$ cat src/rtl/fma_pipe_ctl.sv
// Issue/writeback controller for the three-stage FMA datapath: stage valid/tag tracking,
// e2/e3 enables, a single-entry writeback buffer, and sticky fflags (built only with FMA_FFLAGS_ACC_EN).
module fma_pipe_ctl #(
    parameter int TAG_W = 5
) (
    input  logic             clk,
    input  logic             rst_l,
    input  logic             in_valid,
    output logic             in_ready,
    input  logic [TAG_W-1:0] in_tag,
    input  logic             in_fp64,
    input  logic             flush,
    output logic             fma_e2_data_en,
    output logic             fma_e3_data_en,
    output logic             fma_fp64,
    input  logic [64:0]      fma_out_data,
    input  logic [4:0]       fma_out_exc,
    output logic             wb_valid,
    input  logic             wb_ready,
    output logic [TAG_W-1:0] wb_tag,
    output logic             wb_fp64,
    output logic [64:0]      wb_data,
    output logic [4:0]       wb_exc,
    output logic [4:0]       fflags_acc,
    input  logic             fflags_clr,
    output logic             busy
);

    logic             v2_q, v2_d, v3_q, v3_d, wb_valid_q, wb_valid_d;
    logic [TAG_W-1:0] tag2_q, tag2_d, tag3_q, tag3_d, wb_tag_q, wb_tag_d;
    logic             fp64_2_q, fp64_2_d, fp64_3_q, fp64_3_d, wb_fp64_q, wb_fp64_d;
    logic [64:0]      wb_data_q, wb_data_d;
    logic [4:0]       wb_exc_q, wb_exc_d;

    logic out_free, adv3, e3_free, adv2, e2_free, accept;

    // A stage moves only when the stage downstream of it is empty or moving too.
    assign out_free = !wb_valid_q || wb_ready;
    assign adv3     = v3_q && out_free;
    assign e3_free  = !v3_q || adv3;
    assign adv2     = v2_q && e3_free;
    assign e2_free  = !v2_q || adv2;
    assign in_ready = e2_free && !flush;
    assign accept   = in_valid && in_ready;

    assign fma_e2_data_en = accept;
    assign fma_e3_data_en = adv2;
    assign fma_fp64       = v3_q && fp64_3_q;

    assign wb_valid = wb_valid_q;
    assign wb_tag   = wb_tag_q;
    assign wb_fp64  = wb_fp64_q;
    assign wb_data  = wb_data_q;
    assign wb_exc   = wb_exc_q;
    assign busy     = v2_q || v3_q || wb_valid_q;

    always_comb begin
        // NOTE: every _d starts at its hold value so no path through this block leaves it unassigned (no latch).
        v2_d       = v2_q;
        tag2_d     = tag2_q;
        fp64_2_d   = fp64_2_q;
        v3_d       = v3_q;
        tag3_d     = tag3_q;
        fp64_3_d   = fp64_3_q;
        wb_valid_d = wb_valid_q;
        wb_tag_d   = wb_tag_q;
        wb_fp64_d  = wb_fp64_q;
        wb_data_d  = wb_data_q;
        wb_exc_d   = wb_exc_q;

        if (accept) begin
            v2_d     = 1'b1;
            tag2_d   = in_tag;
            fp64_2_d = in_fp64;
        end else if (adv2) begin
            v2_d = 1'b0;
        end

        if (adv2) begin
            v3_d     = 1'b1;
            tag3_d   = tag2_q;
            fp64_3_d = fp64_2_q;
        end else if (adv3) begin
            v3_d = 1'b0;
        end

        if (adv3) begin
            wb_valid_d = 1'b1;
            wb_tag_d   = tag3_q;
            wb_fp64_d  = fp64_3_q;
            wb_data_d  = fma_out_data;
            wb_exc_d   = fma_out_exc;
        end else if (wb_valid_q && wb_ready) begin
            wb_valid_d = 1'b0;
        end

        // Valid bits alone mask stale payload, so flush leaves the data fields alone.
        if (flush) begin
            v2_d       = 1'b0;
            v3_d       = 1'b0;
            wb_valid_d = 1'b0;
        end
    end

    always_ff @(posedge clk or negedge rst_l) begin
        if (!rst_l) begin
            v2_q       <= 1'b0;
            tag2_q     <= '0;
            fp64_2_q   <= 1'b0;
            v3_q       <= 1'b0;
            tag3_q     <= '0;
            fp64_3_q   <= 1'b0;
            wb_valid_q <= 1'b0;
            wb_tag_q   <= '0;
            wb_fp64_q  <= 1'b0;
            wb_data_q  <= '0;
            wb_exc_q   <= '0;
        end else begin
            // NOTE: non-blocking so every register samples pre-edge values regardless of statement order.
            v2_q       <= v2_d;
            tag2_q     <= tag2_d;
            fp64_2_q   <= fp64_2_d;
            v3_q       <= v3_d;
            tag3_q     <= tag3_d;
            fp64_3_q   <= fp64_3_d;
            wb_valid_q <= wb_valid_d;
            wb_tag_q   <= wb_tag_d;
            wb_fp64_q  <= wb_fp64_d;
            wb_data_q  <= wb_data_d;
            wb_exc_q   <= wb_exc_d;
        end
    end

`ifdef FMA_FFLAGS_ACC_EN
    logic       retire;
    logic [4:0] fflags_q, fflags_d;

    assign retire = wb_valid_q && wb_ready && !flush;

    // A clear that coincides with a retire keeps only the retiring op's flags.
    always_comb begin
        fflags_d = fflags_q;
        if (fflags_clr) begin
            fflags_d = retire ? wb_exc_q : 5'd0;
        end else if (retire) begin
            fflags_d = fflags_q | wb_exc_q;
        end
    end

    always_ff @(posedge clk or negedge rst_l) begin
        if (!rst_l) begin
            fflags_q <= 5'd0;
        end else begin
            fflags_q <= fflags_d;
        end
    end

    assign fflags_acc = fflags_q;
`else
    logic unused_fflags_clr;
    assign unused_fflags_clr = fflags_clr;
    assign fflags_acc        = 5'd0;
`endif

endmodule

$ cat config.mk
export PLATFORM = sky130hd
export DESIGN_NAME = fma_pipe_ctl
export DESIGN_NICKNAME = d
export VERILOG_FILES = /design/src/rtl/fma_pipe_ctl.sv
export SDC_FILE = /design/constraint.sdc
export NUM_CORES = 1
export LEC_CHECK = 0
export BUFFER_PORTS_ARGS = -buffer_cell sky130_fd_sc_hd__buf_4
export CAP_MARGIN = 20
export CORE_ASPECT_RATIO = 0.7
export CORE_UTILIZATION = 49
export CTS_CLUSTER_DIAMETER = 50
export DETAILED_ROUTE_END_ITERATION = 10
export PLACE_DENSITY = 0.84
export SLEW_MARGIN = 20
export SYNTH_ARGS = -nofsm -noshare
export SYNTH_HDL_FRONTEND = slang
export SYNTH_SLANG_ARGS = --single-unit
$ cat constraint.sdc
create_clock -name clk -period 4.1 [get_ports clk]
set_input_delay 0.205 -clock clk [delete_from_list [all_inputs] [get_ports clk]]
set_output_delay 0.205 -clock clk [all_outputs]
set_load 0.01 [all_outputs]
Word-level counts from Yosys, hierarchy flattened
Index checks and enable logic that the tools add are counted.
{ "totals": {"in_bits": 82, "romBits": 0, "elab_cells": 38, "latchBits": 0, "memories": 0, "reg_bits": 91, "ramBits": 0} }
{ "op_classes": {"bitwise": 0, "add_sub_neg": 0, "n_reduce_logical": 18, "multipliers": 0, "n_shift": 0, "eq_ne": 0, "div_mod_pow": 0, "n_mux": 9, "magnitude_cmp": 0} }
{ "op_table": {"columns": ["op", "count"], "rows": [
  ["2-to-1 mux 1 bit", 9],
  ["nonzero test 3 bit", 3],
  ["logical AND 1 bit", 6],
  ["logical OR 1 bit", 5],
  ["logical NOT 1 bit", 4]
]} }

Longest topological paths before layout
Gate-level depths: netlist of run 1.
{ "depth": {"ltp_word": 10, "ltp_mapped": 5} }

Least setup slack after synthesis of run 1
No wires, ideal clock.
{ "synth_path": {"path_type": "register to register", "from": "register v3_q", "to": "register fp64_2_q", "n_path_buf": 0, "arrival_ns": 1.362, "setup_slack_ns": 2.613, "path_stages_with_launch": 4, "setup_time_ns": 0.125, "cell_sequence": "dfrtp_1 > and4b_4 > nor3b_4 > mux2_2"} }
{ "synth_between": {"elab_chain_cells": 6, "word_cells_on_any_way": 7, "classes_between": "reduce/logical: 7"} }
{ "synth_lines": {"columns": ["item", "line_no", "rtl"], "rows": [
  ["start: declaration", "29", "logic v2_q, v2_d, v3_q, v3_d, wb_valid_q, wb_valid_d;"],
  ["start signal: assignment", "123", "v3_q <= v3_d;"],
  ["logical NOT 1 bit or logical AND 1 bit (tied branches)", "40, 39", null],
  ["logical OR 1 bit (*)", "40", "assign e3_free = !v3_q || adv3;"],
  ["logical AND 1 bit (*)", "41", "assign adv2 = v2_q && e3_free;"],
  ["logical OR 1 bit (*)", "42", "assign e2_free = !v2_q || adv2;"],
  ["logical AND 1 bit (*)", "43", "assign in_ready = e2_free && !flush;"],
  ["logical AND 1 bit (*)", "44", "assign accept = in_valid && in_ready;"],
  ["named net fma_e2_data_en", "13", "output logic fma_e2_data_en,"],
  ["end signal: assignment", "122", "fp64_2_q <= fp64_2_d;"],
  ["end: declaration", "31", "logic fp64_2_q, fp64_2_d, fp64_3_q, fp64_3_d, wb_fp64_q, wb_fp64_d;"]
]} }
The timed path passes the listed nets; every way through them passes the cells marked *.
A chain may end at the register's enable or synchronous reset.

Worst setup path in the final report of run 1
{ "layout_path": {"from": "register wb_valid_q (netlist: wb_valid)", "to": "register wb_exc_q[0] (netlist: wb_exc[0])"} }
{ "layout_between": {"elab_chain_cells": 3} }
{ "layout_lines": {"columns": ["item", "line_no", "rtl"], "rows": [
  ["start: declaration", "29", null],
  ["start signal: assignment", "126", "wb_valid_q <= wb_valid_d;"],
  ["logical NOT 1 bit", "38", "assign out_free = !wb_valid_q || wb_ready;"],
  ["logical OR 1 bit", "38", null],
  ["logical AND 1 bit", "39", "assign adv3 = v3_q && out_free;"],
  ["end signal: assignment", "130", "wb_exc_q <= wb_exc_d;"],
  ["end: declaration", "33", "logic [4:0] wb_exc_q, wb_exc_d;"]
]} }
Every way passes these cells.

==> flow_metrics.tcl, run 1 <==
set metrics [dict create \
    syn_area_per_cell_um2 16.7 \
    fmax_ghz 0.501 \
    cp.required_ps 4320 \
    p_per_area_nw_per_um2 486 \
    hold_slack_ps 67.1 \
    endpoint_kind "flop" \
    grt_pass1_wl_um 10900 \
    yosysSeqAreaShare 0.653 \
    drc 0 \
    gp_congestion 0.729 \
    vdd_drop_max_uv 326 \
    cts.repair.resized 0 \
    tritoncts "yes" \
    first_global_vias 2350 \
    drive_above_1_share 0.708 \
    portBuffers 162 \
    insertedDiodeCount 0 \
    syn_area_um2 3490 \
    worst_slew_pin_slew_ps 1010 \
    rr_worst_depth 3 \
    async_reset_ff_frac 1.00 \
    drv_cap 0 \
    route.vias.total 2269 \
    wl_per_cell_um 15.2 \
    synthTopCellsByArea "dfrtp_1 (65%), mux2_2 (28%), buf_6 (1.6%), buf_4 (1.1%), nor2_1 (0.54%)" \
    viasPerCell 4.79 \
    hold_depth 2 \
    rsz0062_at_grt "false" \
    num_rows 25 \
    synth_seq_cells 91 \
    firstDrtPassIters 4 \
    nNetsFinal 457 \
    synth_top_area_frac 0.653 \
    die_h_um 72.6 \
    setup_violations 0 \
    core_area_um2 6820 \
    numClockSinks 91 \
    h-tree-depth 3 \
    hold_path_class "in -> reg" \
    crit_type "reg -> reg" \
    cpMaxStageDelayCell "nand2b_4" \
    finalNonFillerCells 474 \
    synth-edff-count 0 \
    period_share 0.486 \
    critPathMaxFanout 76 \
    dieArea_um2 7470 \
    synth_cell_types 17 \
    timing.final.max_slew_violations 0 \
    ant_nets 0 \
    synthTopCellsByCount "dfrtp_1 (91), mux2_2 (88), buf_4 (5), buf_6 (5), nor2_1 (5)" \
    leakage_nw 2.39 \
    clkTransAtPathRegs_ps 90 \
    ys_warn_count 0 \
    synth_cells 209 \
    clk_latency_ps 340 \
    start_kind "flop" \
    track_usage 0.194 \
    grt_overflow 0 \
    numCtsBuffers 9 \
    worstPathCellList "nor2b_1 > nand2b_4 > mux2_2" \
    placed_cells 457 \
    slew_headroom 0.327 \
    yosysMostFrequentCell "dfrtp_1" \
    outcome "completed" \
    die_w_um 103 \
    hold_violations 0 \
    yosysTopAreaCell "dfrtp_1" \
    routed_wl_um 7190 \
    grt_antenna_before_repair 0 \
    clockRootBuffer "clkbuf_8" \
    syn2layout_area_growth_pct 41.4 \
    grt_max_degree 77 \
    finClkSkew_ps 10.9 \
    fin_total_pwr_mw 2.40 \
    drtIter0Drc 51 \
    max_stage_delay_ps 770 \
    worstPathArrival_ps 2220 \
    synth_flop_cell "dfrtp_1" \
    place_hpwl_um 5280 \
    pin_count 169 \
    tns_ps 0 \
    clockBufferDepth 2 \
    start_util 0.512 \
    period_needed_ps 1990 \
]
## per-layer routing
layer	global-route usage	up-vias	share of wire
met4	0.0469	0	0.0026
met5	0	-	0
met3	0.0785	2	0.087
met1	0.221	1117	0.40
li1	-	1051	-
met2	0.342	99	0.51
## through the flow
stage / instance area (µm²) / setup slack, ps / utilization
floorplan: 3500 / 2610 / -
finish: 4930 / 2110 / 0.723
CTS: 4930 / 2110 / 0.723
global placement: 4740 / 2160 / 0.694
detailed placement: 4740 / 2120 / 0.694
global route: 4930 / 2030 / 0.723
## cell usage in the layout, fill, tap and decap left out
master	synthesis	layout
nor3b_4	1	1
dfrtp_1	91	91
clkinvlp_4	0	2
nor2_1	5	5
nand2b_4	1	1
and4b_4	1	1
mux2_2	88	88
nor2b_1	1	1
inv_1	2	2
conb_1	1	5
or3_1	1	1
nand3b_1	1	1
a21oi_1	1	1
dlygate4sd3_1	0	1
clkbuf_8	0	11
and2_1	1	1
buf_4	5	163
inv_6	0	2
nand2_1	1	1
clkbuf_1	0	1
## worst max-delay path, delay by kind of cell, from the launching register on
kind          cells  cell delay (ps)
flops             1              410
simple gates      2              970
mux               1              430
## cells by family after synthesis
group / after synthesis / share of synthesized area
AO/OA/AOI/OAI: 1 / 0.00143
buffers and inverters: 15 / 0.0334
flip-flops: 91 / 0.653
multiplexers: 88 / 0.284
other: 1 / 0.00108
AND/OR/NAND/NOR: 13 / 0.0273
## flip-flops by register name (all words and copies together) (netlist names)
signal    flops
fp64_3_q      1
tag3_q        5
tag2_q        5
wb_tag        5
fp64_2_q      1
wb_fp64       1
v3_q          1
wb_exc        5
wb_valid      1
v2_q          1
wb_data      65
## cell type report
cell class | instances | area (µm²)
timing repair buffer | 164 | 1230
sequential | 91 | 2280
fill | 481 | 1890
inverter | 2 | 7.51
tap | 94 | 118
multi-input combinational | 107 | 1110
clock inverter | 4 | 32.5
clock buffer | 12 | 155
## timing repair
action / CTS / global route
setup buffers: 0 / 0
hold buffers: 1 / 0
endpoints found under the hold margin: 44 / 0
## worst paths after layout
kind | start | endpoint | slack [ps]
min in group asynchronous | rst_l | wb_data[27] | 400
max in group asynchronous | rst_l | tag2_q[3] | 2690
setup / recovery | wb_valid | wb_exc[0] | 2110
hold reg to reg | tag2_q[3] | tag3_q[3] | 500
hold / removal | flush | v3_q | 70
setup reg to reg | wb_valid | wb_exc[0] | 2110
## where the power goes
part / switching (mW) / leakage, nW / internal, mW
Sequential: 0.0967 / 1.08 / 1.09
Combinational: 0.252 / 1.23 / 0.399
Clock: 0.302 / 0.0896 / 0.258
(Power assumes the default switching activity.)
==> inputs of run 2 (changes only) <==
- CORE_UTILIZATION: 49 -> 46
- PLACE_DENSITY: 0.84 -> 0.8
- clock period: 4.1 -> 2 ns (I/O delays scaled with it)
==> run 2 against run 1 <==
Compared with the run above:
- count of clock-buffer cells in the layout unchanged
- via count is 16% higher
- critical path type is now reg -> out
- global-route usage rose by 4.6 points
- combinational power rose by 130%
- wire length up 32%
- worst hold slack got worse by 16 ps
- design area grew 18%
- final cell count is 18% higher
- first-iteration DRC count increased by 92%
- clock power up 140%
- flip-flop and latch count unchanged
==> flow_metrics.tcl, run 2 (synthesis results as in run 1) <==
set metrics [dict create \
    finalNonFillerCells 560 \
    first_global_vias 2680 \
    critPathMaxFanout 7 \
    track_usage 0.240 \
    cp_top_family "simple AND/OR/NAND/NOR gates" \
    p_per_area_nw_per_um2 912 \
    syn2layout_area_growth_pct 67.1 \
    period_share 0.895 \
    num_rows 26 \
    worstPathCellList "and4b_4 > nor3b_4 > buf_4" \
    worst_slew_pin_slew_ps 692 \
    grt_antenna_before_repair 0 \
    cts.repair.resized 0 \
    ant_nets 0 \
    endpoint_kind "output pin" \
    numClockSinks 91 \
    grt_overflow 0 \
    clockRootBuffer "clkbuf_8" \
    drive_above_1_share 0.589 \
    tritoncts "yes" \
    largest_reg_flops 65 \
    drtIter0Drc 98 \
    dieArea_um2 7940 \
    tns_ps 0 \
    outcome "completed" \
    hold_path_class "in -> reg" \
    wl_met1_um 3740 \
    crit_type "reg -> out" \
    fmax_ghz 0.558 \
    placed_cells 465 \
    start_kind "flop" \
    nNetsFinal 539 \
    met2_length_um 5010 \
    clk_latency_ps 350 \
    mostFrequentLayoutCells "buf_4 (163), dfrtp_1 (91), mux2_2 (88), dlygate4sd3_1 (79), clkbuf_8 (10)" \
    grt_pass1_wl_um 14000 \
    timing.final.max_slew_violations 0 \
    place_hpwl_um 5450 \
    pin_count 169 \
    rsz0062_at_grt "false" \
    vdd_drop_max_uv 533 \
    numCtsBuffers 9 \
    die_w_um 106 \
    finClkSkew_ps 8.00 \
    cp.required_ps 1900 \
    grt_max_degree 55 \
    die_h_um 74.9 \
    drv_cap 0 \
    max_stage_delay_ps 470 \
    critPathBufInv 1 \
    period_needed_ps 1790 \
    slew_headroom 0.539 \
    core_area_um2 7320 \
    fillCellCount 423 \
    route.vias.total 2633 \
    start_util 0.477 \
    clkTransAtPathRegs_ps 80 \
    drc 0 \
    hold_violations 0 \
    highest_layer "met4" \
    routed_wl_um 9500 \
    final_common_cell "buf_4" \
    insertedDiodeCount 0 \
    leakage_nw 2.78 \
    firstDrtPassIters 4 \
    setup_violations 0 \
    wl_per_cell_um 17.0 \
    clockBufferDepth 2 \
    portBuffers 162 \
    cpMaxStageDelayCell "dfrtp_1" \
    h-tree-depth 3 \
    gp_congestion 0.723 \
    worstPathArrival_ps 1690 \
    wl_met3_um 619 \
    viasPerCell 4.70 \
]
## run 2: report_power, final
| part | switching, mW | internal [mW] | leakage [nW] |
|---|---|---|---|
| registers | 0.225 | 2.23 | 1.08 |
| logic | 0.577 | 0.931 | 1.59 |
| clock network | 0.619 | 0.740 | 0.111 |
## run 2: stage by stage
step	power (mW)	instance area [µm²]	setup slack, ps	util	hold slack (ps)
global route	5.57	5830	113	0.797	38.2
floorplan	3.02	3500	513	-	-196
detailed placement	3.83	4820	364	0.659	192
global placement	3.77	4820	417	0.659	185
finish	5.32	5830	209	0.797	51.1
CTS	5.32	5830	207	0.797	30.8
## run 2: per-layer routing
layer | vias to the layer above | GRT usage
li1 | 1210 | -
met1 | 1309 | 0.278
met2 | 104 | 0.447
met3 | 10 | 0.0623
met4 | 0 | 0.0725
met5 | - | 0
## run 2: worst paths after layout
kind | endpoint | cells after the start | from | slack, ps
worst min-delay path | wb_valid | 4 | wb_ready | 50
worst max register to register | wb_data[26] | 4 | wb_valid | 330
worst min register to register | wb_data[20] | 1 | wb_data[20] | 510
min in group asynchronous | wb_data[49] | 2 | rst_l | 370
max in group asynchronous | wb_data[7] | 3 | rst_l | 930
worst max-delay path | fma_e2_data_en | 3 | v3_q | 210
## run 2: layout make-up
| class | count | area, µm² | share of cell area |
|---|---|---|---|
| Sequential cell | 91 | 2280 | 0.391 |
| Timing Repair Buffer | 246 | 2090 | 0.359 |
| Multi-Input combinational cell | 107 | 1110 | 0.190 |
| Clock buffer | 12 | 145 | 0.0249 |
| Tap cell | 98 | 123 | 0.0210 |
| Clock inverter | 4 | 73.8 | 0.0127 |
| Inverter | 2 | 7.51 | 0.00129 |
## run 2: repair_timing
action / 4_1_cts / 5_1_grt
setup buffers: 0 / 0
hold endpoints to repair: 131 / 0
hold buffers: 79 / 0
## run 2: worst reg2reg max path, stage by stage (launching register included)
cell	delay, ps
dfrtp_1	400
nor2b_1	200
nand2b_4	320
buf_12	240
mux2_2	400
==> inputs of run 3 (changes only) <==
- ABC_AREA: unset -> 1
- CORE_UTILIZATION: 46 -> 47
==> run 3 against run 2 <==
Compared with the run above:
- final cell count up 29%
- global-route usage up 2.3 points
- wire length up 11%
- design area down 0.52%
- critical endpoint is now fma_fp64
==> flow_metrics.tcl, run 3 <==
set metrics [dict create \
    period_needed_ps 1650 \
    numClockSinks 91 \
    hold_path_class "in -> reg" \
    r2r-end "wb_data[2]" \
    crit_type "reg -> out" \
    h-tree-depth 3 \
    synth_seq_cells 91 \
    core_area_um2 7450 \
    hp-start "in_tag[4]" \
    endpoint_kind "output pin" \
    start_kind "flop" \
    viasPerCell 4.96 \
    clkTransAtPathRegs_ps 80 \
    finalNonFillerCells 722 \
    numCtsBuffers 9 \
    grt_overflow 0 \
    regArea_um2 2280 \
    synth_flop_cell "dfrtp_1" \
    tns_ps 0 \
    clockBufferDepth 2 \
    leakage_nw 3.17 \
    whs_endpoint "tag2_q[4]" \
    yosysTopAreaCell "dfrtp_1" \
    clk_latency_ps 340 \
    drive_above_1_share 0.308 \
    first_global_vias 3443 \
    grt_max_degree 50 \
    drv_cap 0 \
    syn_area_um2 3710 \
    ant_nets 0 \
    ys_warn_count 0 \
    critPathMaxFanout 48 \
    die_h_um 76.3 \
    pin_count 169 \
    multi_input_area_um2 1180 \
    syn_area_per_cell_um2 9.23 \
    largest_reg_flops 65 \
    cts_setup_buffers 0 \
    synth_top_area_frac 0.614 \
    synth-edff-count 0 \
    period_share 0.824 \
    finClkSkew_ps 6.51 \
    synth_cells 402 \
    placed_cells 643 \
    mostFrequentLayoutCells "nand2_1 (168), buf_4 (167), dfrtp_1 (90), nand3_1 (71), dlygate4sd3_1 (63)" \
    grt_pass1_wl_um 16800 \
    hold_depth 3 \
    grt_antenna_before_repair 0 \
    place_hpwl_um 6450 \
    drtIter0Drc 337 \
    synthTopCellsByArea "dfrtp_1 (61%), nand2_1 (17%), nand3_1 (9.6%), buf_6 (2.4%), buf_2 (2.0%)" \
    synth_cell_types 18 \
    syn2layout_area_growth_pct 56.4 \
    async_reset_ff_frac 1.00 \
    firstDrtPassIters 4 \
    cp.required_ps 1900 \
    wl_per_cell_um 14.6 \
    dieArea_um2 8260 \
    p_per_area_nw_per_um2 877 \
    yosysMostFrequentCell "nand2_1" \
    tritoncts "yes" \
    fmax_ghz 0.607 \
    r2r_slack_ps 610 \
    start_util 0.498 \
    nNetsFinal 701 \
    rr_worst_depth 4 \
    yosysSeqAreaShare 0.614 \
    routed_wl_um 10600 \
    track_usage 0.263 \
    insertedDiodeCount 0 \
    num_rows 26 \
    fillCellCount 513 \
    worstPathArrival_ps 1550 \
    timing.final.max_slew_violations 0 \
    worst_slew_pin_slew_ps 553 \
    drc 0 \
    setup_violations 0 \
    gp_congestion 0.776 \
    r2r-start "wb_valid" \
    rsz0062_at_grt "false" \
    synthTopCellsByCount "nand2_1 (168), dfrtp_1 (91), nand3_1 (71)" \
    portBuffers 162 \
    final_common_cell "nand2_1" \
    route.vias.total 3579 \
    die_w_um 108 \
    hold_violations 0 \
    outcome "completed" \
    cts.repair.resized 0 \
    vdd_drop_max_uv 515 \
    clockRootBuffer "clkbuf_8" \
    slew_headroom 0.631 \
]
[run 3: metal layers]
metal	wire length [µm]	part of all wire	vias up	GRT usage
li1	-	-	1708	-
met1	4430	0.42	1703	0.335
met2	5170	0.49	156	0.443
met3	876	0.083	12	0.0796
met4	104	0.0098	0	0.0548
met5	0	0	-	0
[run 3: cell type report]
| cell class | instances | area share |
|---|---|---|
| Inverter | 15 | 0.00971 |
| Sequential cell | 91 | 0.393 |
| Timing Repair Buffer | 232 | 0.332 |
| Multi-Input combinational cell | 270 | 0.203 |
| Clock inverter | 4 | 0.0168 |
| Tap cell | 98 | 0.0211 |
| Clock buffer | 12 | 0.0250 |
[run 3: stage by stage]
stage | hold slack, ps | power (mW) | util | worst slack (ps) | area (µm²)
2_1_floorplan | -196 | 2.83 | - | 900 | 3720
3_3_place_gp | 118 | 3.49 | 0.661 | 715 | 4930
3_5_place_dp | 122 | 3.53 | 0.661 | 653 | 4930
4_1_cts | 0.244 | 5.10 | 0.779 | 362 | 5800
5_1_grt | 1.42 | 5.34 | 0.779 | 254 | 5800
6_report | 12.1 | 5.09 | 0.779 | 352 | 5800
[run 3: critical path, stage by stage, from the launching register on]
cell     delay, ps
dfrtp_2        440
buf_4          460
nand2_1        100
inv_1           80
buf_4          110
[run 3: logic make-up (layout without fill, tap and decap cells)]
logic type | Yosys count | after routing | share of synthesized area
AND/OR/NAND/NOR | 250 | 250 | 0.288
flip-flops | 91 | 91 | 0.614
buffers and inverters | 45 | 263 | 0.0729
AO/OA/AOI/OAI | 15 | 15 | 0.0243
other | 1 | 5 | 0.00101
[run 3: where the power goes]
part	switching [mW]	total (mW)	internal, mW
sequential	0.180	2.33	2.15
clock	0.601	1.47	0.866
combinational	0.617	1.29	0.670
total	1.40	5.09	3.69
[run 3: worst max-delay path by stage]
stage	from	end	slack, ps	depth (start not counted)
after floorplan	wb_valid	wb_fp64	900	5
after global placement	wb_valid	wb_data[1]	710	4
after detailed placement	wb_valid	wb_data[1]	650	4
after CTS	v3_q	fma_fp64	360	4
after global routing	v3_q	fma_fp64	250	4
final	v3_q	fma_fp64	350	4
[run 3: timing repair]
| item | CTS | global route |
|---|---|---|
| hold buffers | 63 | 0 |
| hold endpoints to repair | 106 | 0 |
| endpoints found under the setup margin | 0 | 0 |
